[config.mk]
export PLATFORM = sky130hd
export DESIGN_NAME = mem_port_arbiter
export DESIGN_NICKNAME = d
export VERILOG_FILES = /design/src/rtl/mem_arb_pkg.sv /design/src/rtl/arb_starve_ctr.sv /design/src/rtl/mem_port_arbiter.sv
export SDC_FILE = /design/constraint.sdc
export NUM_CORES = 1
export LEC_CHECK = 0
export ABC_AREA = 1
export BUFFER_PORTS_ARGS = -buffer_cell sky130_fd_sc_hd__buf_2
export CORE_AREA = 2 2 105 107
export CTS_BUF_LIST = sky130_fd_sc_hd__clkbuf_2
export DETAILED_ROUTE_END_ITERATION = 10
export DIE_AREA = 0 0 107 109
export PLACE_DENSITY_LB_ADDON = 0.05
export SYNTH_ARGS = -nofsm -noshare
export SYNTH_HDL_FRONTEND = slang
export SYNTH_SLANG_ARGS = --single-unit
[constraint.sdc]
create_clock -name clk -period 1.4 [get_ports clk]
set_input_delay 0.14 -clock clk [delete_from_list [all_inputs] [get_ports clk]]
set_output_delay 0.14 -clock clk [all_outputs]
set_load 0.02 [all_outputs]
[src/rtl/mem_arb_pkg.sv]
// Shared types and defaults for the two-port (fetch/data) single-port memory arbiter.
package mem_arb_pkg;

    typedef enum logic [1:0] {
        OWN_NONE = 2'd0,
        OWN_I    = 2'd1,
        OWN_D    = 2'd2
    } owner_e;

    localparam int STARVE_LIMIT_DEF = 4;
    // Wide enough for the largest legal limit (15).
    localparam int STARVE_CW        = 4;

endpackage

[src/rtl/arb_starve_ctr.sv]
// Saturating fetch-starvation counter: counts lost fetch cycles, clears on a fetch grant,
// and flags when the limit is reached.
module arb_starve_ctr
    import mem_arb_pkg::*;
#(
    parameter int LIMIT = STARVE_LIMIT_DEF
) (
    input  logic                 clk,
    input  logic                 rst_n,
    input  logic                 inc,
    input  logic                 clr,
    output logic [STARVE_CW-1:0] cnt,
    output logic                 at_limit
);

    localparam logic [STARVE_CW-1:0] LIM = STARVE_CW'(LIMIT);

    always_ff @(posedge clk or negedge rst_n) begin
        if (!rst_n) begin
            cnt <= '0;
        end else if (clr) begin
            cnt <= '0;
        end else if (inc && (cnt != LIM)) begin
            cnt <= cnt + 1'b1;
        end
    end

    assign at_limit = (cnt == LIM);

endmodule

[src/rtl/mem_port_arbiter.sv]
// Arbitrates an instruction-fetch port and a data port onto one single-port memory.
// Optional perf counters are built when MEM_ARB_PERF_CNT_EN is defined.
module mem_port_arbiter
    import mem_arb_pkg::*;
#(
    parameter int STARVE_LIMIT = STARVE_LIMIT_DEF,
    parameter int AW           = 32
) (
    input  logic          clk,
    input  logic          rst_n,
    input  logic          i_req,
    input  logic [AW-1:0] i_addr,
    output logic          i_gnt,
    output logic          i_rvalid,
    output logic [AW-1:0] i_rdata,
    input  logic          d_req,
    input  logic          d_wen,
    input  logic [AW-1:0] d_addr,
    input  logic [AW-1:0] d_wdata,
    output logic          d_gnt,
    output logic          d_rvalid,
    output logic [AW-1:0] d_rdata,
    output logic          mem_en,
    output logic          mem_wen,
    output logic [AW-1:0] mem_addr,
    output logic [AW-1:0] mem_wdata,
    input  logic [AW-1:0] mem_rdata,
`ifdef MEM_ARB_PERF_CNT_EN
    output logic [31:0]   conflict_cnt,
    output logic [31:0]   i_stall_cnt,
`endif
    output owner_e        owner
);

    // Handshake: req is a valid that the requester holds (with addr/wdata) until gnt;
    // gnt is a combinational ready, and req&&gnt is the single transfer cycle. A req
    // dropped before gnt simply cancels.

    logic [STARVE_CW-1:0] starve_cnt;
    logic                 starve_hit;

    arb_starve_ctr #(
        .LIMIT (STARVE_LIMIT)
    ) u_starve (
        .clk      (clk),
        .rst_n    (rst_n),
        .inc      (i_req && !i_gnt),
        .clr      (i_gnt),
        .cnt      (starve_cnt),
        .at_limit (starve_hit)
    );

    // Data port wins unless fetch has been starved up to the limit.
    always_comb begin
        d_gnt = rst_n && d_req && !(i_req && starve_hit);
        i_gnt = rst_n && i_req && !d_gnt;
    end

    always_comb begin
        mem_en    = i_gnt || d_gnt;
        mem_wen   = d_gnt && d_wen;
        mem_addr  = '0;
        mem_wdata = '0;
        if (d_gnt) begin
            mem_addr  = d_addr;
            mem_wdata = d_wdata;
        end else if (i_gnt) begin
            mem_addr  = i_addr;
        end
    end

    // Owner remembers who issued last cycle's read, so the 1-cycle memory response
    // is steered to it. Stores leave no owner and thus never produce d_rvalid.
    always_ff @(posedge clk or negedge rst_n) begin
        if (!rst_n) begin
            owner <= OWN_NONE;
        end else if (i_gnt) begin
            owner <= OWN_I;
        end else if (d_gnt && !d_wen) begin
            owner <= OWN_D;
        end else begin
            owner <= OWN_NONE;
        end
    end

    assign i_rvalid = (owner == OWN_I);
    assign d_rvalid = (owner == OWN_D);
    assign i_rdata  = mem_rdata;
    assign d_rdata  = mem_rdata;

`ifdef MEM_ARB_PERF_CNT_EN
    always_ff @(posedge clk or negedge rst_n) begin
        if (!rst_n) begin
            conflict_cnt <= '0;
            i_stall_cnt  <= '0;
        end else begin
            if (i_req && d_req) conflict_cnt <= conflict_cnt + 32'd1;
            if (i_req && !i_gnt) i_stall_cnt <= i_stall_cnt + 32'd1;
        end
    end
`endif

    logic unused_ok;
    assign unused_ok = ^starve_cnt;

endmodule

==> results of run 1 <==
## where the power goes
part	internal, mW	total (mW)	switching [mW]
combinational	0.694	1.44	0.741
sequential	0.228	0.264	0.0365
clock	0.0580	0.115	0.0574
total	0.980	1.81	0.835
## registers in the layout (all words and copies together) (netlist names)
signal,count
owner,2
u_starve.cnt,4
## worst max-delay path: cells and delay by family (launching register included)
family        cells  cell delay (ns)
simple gates      5             0.38
flops             1             0.38
buf+inv           4             0.44
fa+ha+maj         1             0.14
## area by class of cell
type / instances / share of cell area
inverters: 44 / 0.0611
clock buffers: 3 / 0.00516
multi-input cells: 160 / 0.344
flip-flops and latches: 6 / 0.0516
repair buffers: 195 / 0.478
well taps: 140 / 0.0602
## logic make-up (layout without fill, tap and decap cells)
family / after synthesis / in the layout
flip-flops: 6 / 6
buffers and inverters: 117 / 242
adder cells (fa/ha/maj): 2 / 2
AND/OR/NAND/NOR: 157 / 157
XOR/XNOR: 1 / 1
## repair_timing
action / 4_1_cts / 5_1_grt
gates cloned: 1 / 1
resized for setup: 109 / 26
pin swaps: 7 / 7
hold endpoints to repair: 6 / 0
buffers inserted: 2 / 1
endpoints found under the setup margin: 67 / 70
hold buffers: 1 / 0
## worst max-delay path by stage
stage / startpoint / endpoint / slack (ns) / cells past startpoint
detailed placement: u_starve.cnt[0] / mem_addr[1] / -0.18 / 10
global placement: u_starve.cnt[0] / mem_addr[1] / -0.15 / 10
floorplan: u_starve.cnt[0] / mem_addr[22] / -0.07 / 9
CTS: u_starve.cnt[1] / mem_addr[1] / -0.35 / 10
global route: u_starve.cnt[0] / mem_addr[17] / -0.42 / 10
finish: u_starve.cnt[1] / mem_addr[3] / -0.30 / 10
## metrics by stage
| step | setup WS [ns] | cell area [µm²] | instances | setup TNS, ns |
|---|---|---|---|---|
| after floorplan | -0.0684 | 1710 | 283 | -1.88 |
| after global placement | -0.151 | 2380 | 539 | -6.88 |
| after detailed placement | -0.180 | 2380 | 539 | -8.14 |
| after CTS | -0.345 | 2790 | 546 | -18.94 |
| after global routing | -0.418 | 2910 | 548 | -24.39 |
| final | -0.297 | 2910 | 548 | -16.45 |
## metal layers
metal / wire length, µm / track usage / part of all wire / vias to the layer above
met3: 643 / 0.0293 / 0.10 / 26
li1: - / - / - / 994
met4: 167 / 0.0390 / 0.027 / 0
met1: 2130 / 0.0969 / 0.34 / 843
met2: 3310 / 0.187 / 0.53 / 121
met5: 0 / 0 / 0 / -
## synthesized netlist by cell type
cell type,n
nand2_1,111
inv_1,43
nand3_1,6
inv_2,1
nand4_2,1
nor2_1,36
buf_4,64
xor2_1,1
nand2_4,2
dfrtp_1,6
nand4_1,1
buf_6,3
ha_1,2
buf_2,6
==> impl_results.md, run 1 <==
* Status: finished with violations
* Violated checks: setup timing
* H-tree lvl count at 1
* WHS Endpoint: owner[1]
* DR pass1 iterations at 4
* Port-buffer cells at 172
* Worst slew margin at 0.893
* Std-Cell Rows at 38
* DIE AREA at 11700 µm²
* GR Util All Layers at 0.0969
* Antenna violations before repair at 0
* Min Hold Slack at 0.109 ns
* TritonCTS Buffers at 3
* Synth top area cells: buf_4, nand2_1, inv_1
* Worst vdd ir at 0.230 mV
* Most frequent cells in the layout: buf_2, nand2_1, inv_1, buf_6, nand2_4
* Wire per inst at 11.4 µm
* Yosys warns at 0
* Hold WC Path Type: input port to flop
* CTS tree: done
* Unrepaired setup endpoints after global routing: true
* Grt ovf at 0
* Fmax achieved at 0.589 GHz
* ANT cells at 0
* Critical path class: flop to output pin
* Netlist cell types at 14
* Clk pin slew, worst setup/hold paths at 0.06 ns
* Area share of fa/ha/maj cells after synthesis at 0.0165
* IO Count at 269
* First-pass GRT wire length at 9.14 mm
* Die height at 109 µm
* Final min period at 1.70 ns
* Number of max-cap violations at 0
* Worst r2r dst: u_starve.cnt[3]
* Slowest Stage Delay on Critical Path at 0.38 ns
* Area occupied by multi-input gates at 1000 µm²
* Crit path launch type: flop
* Final Util at 0.274
* Syn avg cell area at 5.36 µm²
* Reg area at 150 µm²
* Worst r2r src: u_starve.cnt[0]
* Maximum buffer depth of the clock tree at 2
* # DRC at 0
* # clock sinks at 6
* Vias in the first global route at 1961
* Share of cells above drive strength 1 at 0.664
* Final #Nets at 545
* Routed WL at 6.24 mm
* Cell Chain, Critical Path: inv_2 > ha_4 > nand4_4 > nand2_4 > nand2_4 > clkinv_8 > clkbuf_16 > nand2_2 > nand2_2 > buf_6
* Post-DP HPWL at 5.18 mm
* Power per cell area at 624 nW/µm²
* Area Overhead vs Synth at 91.8%
* Fill cell count at 1206
* Worst Max-Slew Pin Slew at 0.161 ns
* XOR/XNOR share of the synthesized area at 0.00578
* Initial Util at 0.143
* Hold Vio Cnt, Final at 0
* Synthesized flop and latch total at 6
* CP max stage cell: dfrtp_1
* Post-route ant nets at 0
* Area leader, netlist: buf_4
* Root buf cell: clkbuf_2
* Core footprint at 10600 µm²
* Yosys top cell area share at 0.317
* Vias per cell at 3.62
* Worst EP required at 1.26 ns
* Synth Instances at 283
* Main combinational cell family by area after synthesis: buffers and inverters
* Arrival time at the worst endpoint at 1.56 ns
* Chip Width at 107 µm
* Critical path peak fanout at 8
* Commonest non-fill, non-tap cell in the layout: buf_2
* Vias post-DR at 1984
* Hold path depth at 2
* Mapped Nets at 418
* Static Leakage at 1.86 nW
* R2R setup slack at 0.16 ns
* Fin. max-slew vios at 0
* Final setup viols at 67
* Mapped cell area at 1520 µm²
* Sequential-to-total area share from yosys stat at 0.0990
* Setup crit end kind: output pin
* Worst-skew pair later-pin latency at 0.21 ns
* Largest net degree at the start of global routing at 34
* Worst hold start: d_wen
* Compound-cell area share of the yosys netlist at 0
* Mux share of post-synthesis cell area at 0
* Tot Pwr at 1.81 mW
* DRT iter0 DRCs at 52
* Final period util at 1.21
* R2R cell count at 9
* Simple-gate share of the synthesized area at 0.411
* Worst setup margin at -0.297 ns
* Clk_skew at 0.00650 ns
* GPL Wtd Cong at 0.739
Note: power is estimated with default switching activity, not from simulation.
==> run 2, diff against run 1 <==
- clock period: 1.4 -> 1.7 ns (I/O delays scaled with it)
==> impl_results.md, run 2 (synthesis gave the netlist of run 1 again) <==
* Status: finished with violations
* Violated checks: setup timing
* Chip Width at 107 µm (unchanged)
* Reg area at 150 µm² (unchanged)
* DR pass1 iterations at 2 (-2)
* Fin. max-slew vios at 0 (unchanged)
* Min Hold Slack at 0.130 ns (+0.0209 ns)
* Power per cell area at 517 nW/µm² (-17%)
* Largest net degree at the start of global routing at 34 (unchanged)
* # clock sinks at 6 (unchanged)
* Vias post-DR at 1909 (-3.8%)
* Maximum buffer depth of the clock tree at 2 (unchanged)
* Worst hold start: d_wen
* Worst-skew pair later-pin latency at 0.21 ns (about the same)
* Worst vdd ir at 0.174 mV (-24%)
* Root buf cell: clkbuf_2
* Post-DP HPWL at 4.37 mm (-16%)
* CP max stage cell: dfrtp_1
* DRT iter0 DRCs at 87 (+67%)
* Number of max-cap violations at 0 (unchanged)
* Worst slew margin at 0.845 (-0.0481)
* Arrival time at the worst endpoint at 1.56 ns (about the same)
* Initial Util at 0.143 (unchanged)
* Crit path launch type: flop
* Final non-filler cell total at 542 (-1.1%)
* GPL Wtd Cong at 0.707 (-4.4%)
* Final #Nets at 539 (-1.1%)
* Reg with most FFs: u_starve.cnt
* Switching share of power at 0.468 (+0.00788)
* Slowest Stage Delay on Critical Path at 0.39 ns (about the same)
* Flop pwr share at 0.160 (+0.014)
* Critical Path Start: u_starve.cnt[1]
* Comb pwr share at 0.769 (-0.022)
* Worst r2r src: u_starve.cnt[1]
* Wire per inst at 10.3 µm (-9.2%)
* Fmax achieved at 0.578 GHz
* Setup crit end kind: output pin
* Hold Vio Cnt, Final at 0 (unchanged)
* Commonest non-fill, non-tap cell in the layout: buf_2
* Area Overhead vs Synth at 74.4%
* Biggest regs: u_starve.cnt x4, owner x2
* Static Leakage at 1.73 nW (-7.0%)
* First-pass GRT wire length at 7.55 mm (-17%)
* IO Count at 269 (unchanged)
* Worst EP required at 1.53 ns (+0.27 ns)
* Hold WC Path Type: input port to flop
* CTS tree: done
* # DRC at 0 (unchanged)
* Vias in the first global route at 1759 (-10%)
* Critical path class: flop to output pin
* ANT cells at 0 (unchanged)
* Internal power at 727 µW (-26%)
* Worst Max-Slew Pin Slew at 0.233 ns (+0.0721 ns)
* Vias per cell at 3.52 (-2.7%)
* DIE AREA at 11700 µm² (unchanged)
* Tot Pwr at 1.37 mW (-25%)
* Unrepaired setup endpoints after global routing: true
* TritonCTS Buffers at 3 (unchanged)
* Std-Cell Rows at 38 (unchanged)
* Final period util at 1.02
* Critical path peak fanout at 8 (unchanged)
* Fill cell count at 1222 (+1.3%)
* Post-route ant nets at 0 (unchanged)
* Max reg flops at 4 (unchanged)
* Port-buffer cells at 172 (unchanged)
* Final setup viols at 14 (-79%)
* Core footprint at 10600 µm² (unchanged)
* Placed Instances at 531 (-1.5%)
* Cell Chain, Critical Path: inv_2 > ha_4 > nand4_4 > nand2_4 > nand2_4 > clkinv_8 > buf_12 > nand2_4 > nand2_4 > buf_6
* Grt ovf at 0 (unchanged)
* P_sw at 639 µW (-23%)
* Final min period at 1.73 ns
* GR Util All Layers at 0.0800 (-0.0168)
* Die height at 109 µm (unchanged)
* Clk_skew at 0.00352 ns (-0.00298 ns)
* Routed WL at 5.61 mm (-10%)
* Most frequent cells in the layout: buf_2, nand2_1, inv_1, nor2_1, buf_6
* Area occupied by multi-input gates at 828 µm² (-17%)
* CP dominant cell by count: nand2_4
* Clk pin slew, worst setup/hold paths at 0.06 ns (about the same)
* Worst setup margin at -0.0306 ns (+0.266 ns)
* Share of cells above drive strength 1 at 0.597 (-0.0672)
* Clock power share at 0.071 (+0.007)
* H-tree lvl count at 1 (unchanged)
* Antenna violations before repair at 0 (unchanged)
==> run 2: what timing repair did <==
item,CTS,global route
cloned,1,2
gates resized for setup,73,58
pin swaps,1,20
endpoints found under the hold margin,6,0
hold buffers,1,0
buffers inserted,4,2
endpoints found under the setup margin,58,66
==> run 2: per-stage QoR <==
| step | utilization | setup TNS (ns) | instance area (µm²) | worst slack [ns] |
|---|---|---|---|---|
| floorplan | - | 0 | 1520 | 0.0960 |
| global placement | 0.199 | 0 | 2110 | 0.0407 |
| detailed placement | 0.199 | 0 | 2110 | 0.0430 |
| CTS | 0.228 | -1.85 | 2410 | -0.0841 |
| global route | 0.249 | -3.50 | 2650 | -0.118 |
| finish | 0.249 | -0.199 | 2650 | -0.0306 |
==> run 2: final cells by class <==
class	instances	area share
repair buffers	189	0.491
multi-input cells	160	0.313
inverters	44	0.0672
well taps	140	0.0662
flip-flops and latches	6	0.0568
clock buffers	3	0.00568
==> run 2: metal layers <==
metal | track usage | vias up | routed length, µm
met5 | 0 | - | 0
met1 | 0.0632 | 787 | 1690
met4 | 0.0519 | 0 | 226
li1 | - | 984 | -
met2 | 0.172 | 111 | 3110
met3 | 0.0161 | 27 | 575
==> run 2: worst paths after layout <==
check	endpoint	slack (ns)	cells after the start
max in group asynchronous	u_starve.cnt[3]	1.17	3
max	mem_addr[24]	-0.03	10
min in group asynchronous	owner[1]	0.42	3
max reg2reg	owner[0]	0.26	9
min reg2reg	u_starve.cnt[3]	0.51	2
min	owner[1]	0.13	2
==> run 2: worst max-delay path, delay by kind of cell (launching register included) <==
| kind | cells | cell delay [ns] |
|---|---|---|
| simple gates | 5 | 0.37 |
| flops | 1 | 0.39 |
| buf+inv | 4 | 0.43 |
| fa+ha+maj | 1 | 0.14 |
==> run 2: power groups by stage <==
stage / combinational (mW) / clock (mW) / sequential [mW]
2_1_floorplan: 0.665 / 0 / 0.235
3_3_place_gp: 0.848 / 0 / 0.216
3_5_place_dp: 0.820 / 0 / 0.215
4_1_cts: 0.975 / 0.102 / 0.219
5_1_grt: 1.16 / 0.102 / 0.223
6_report: 1.05 / 0.0966 / 0.219
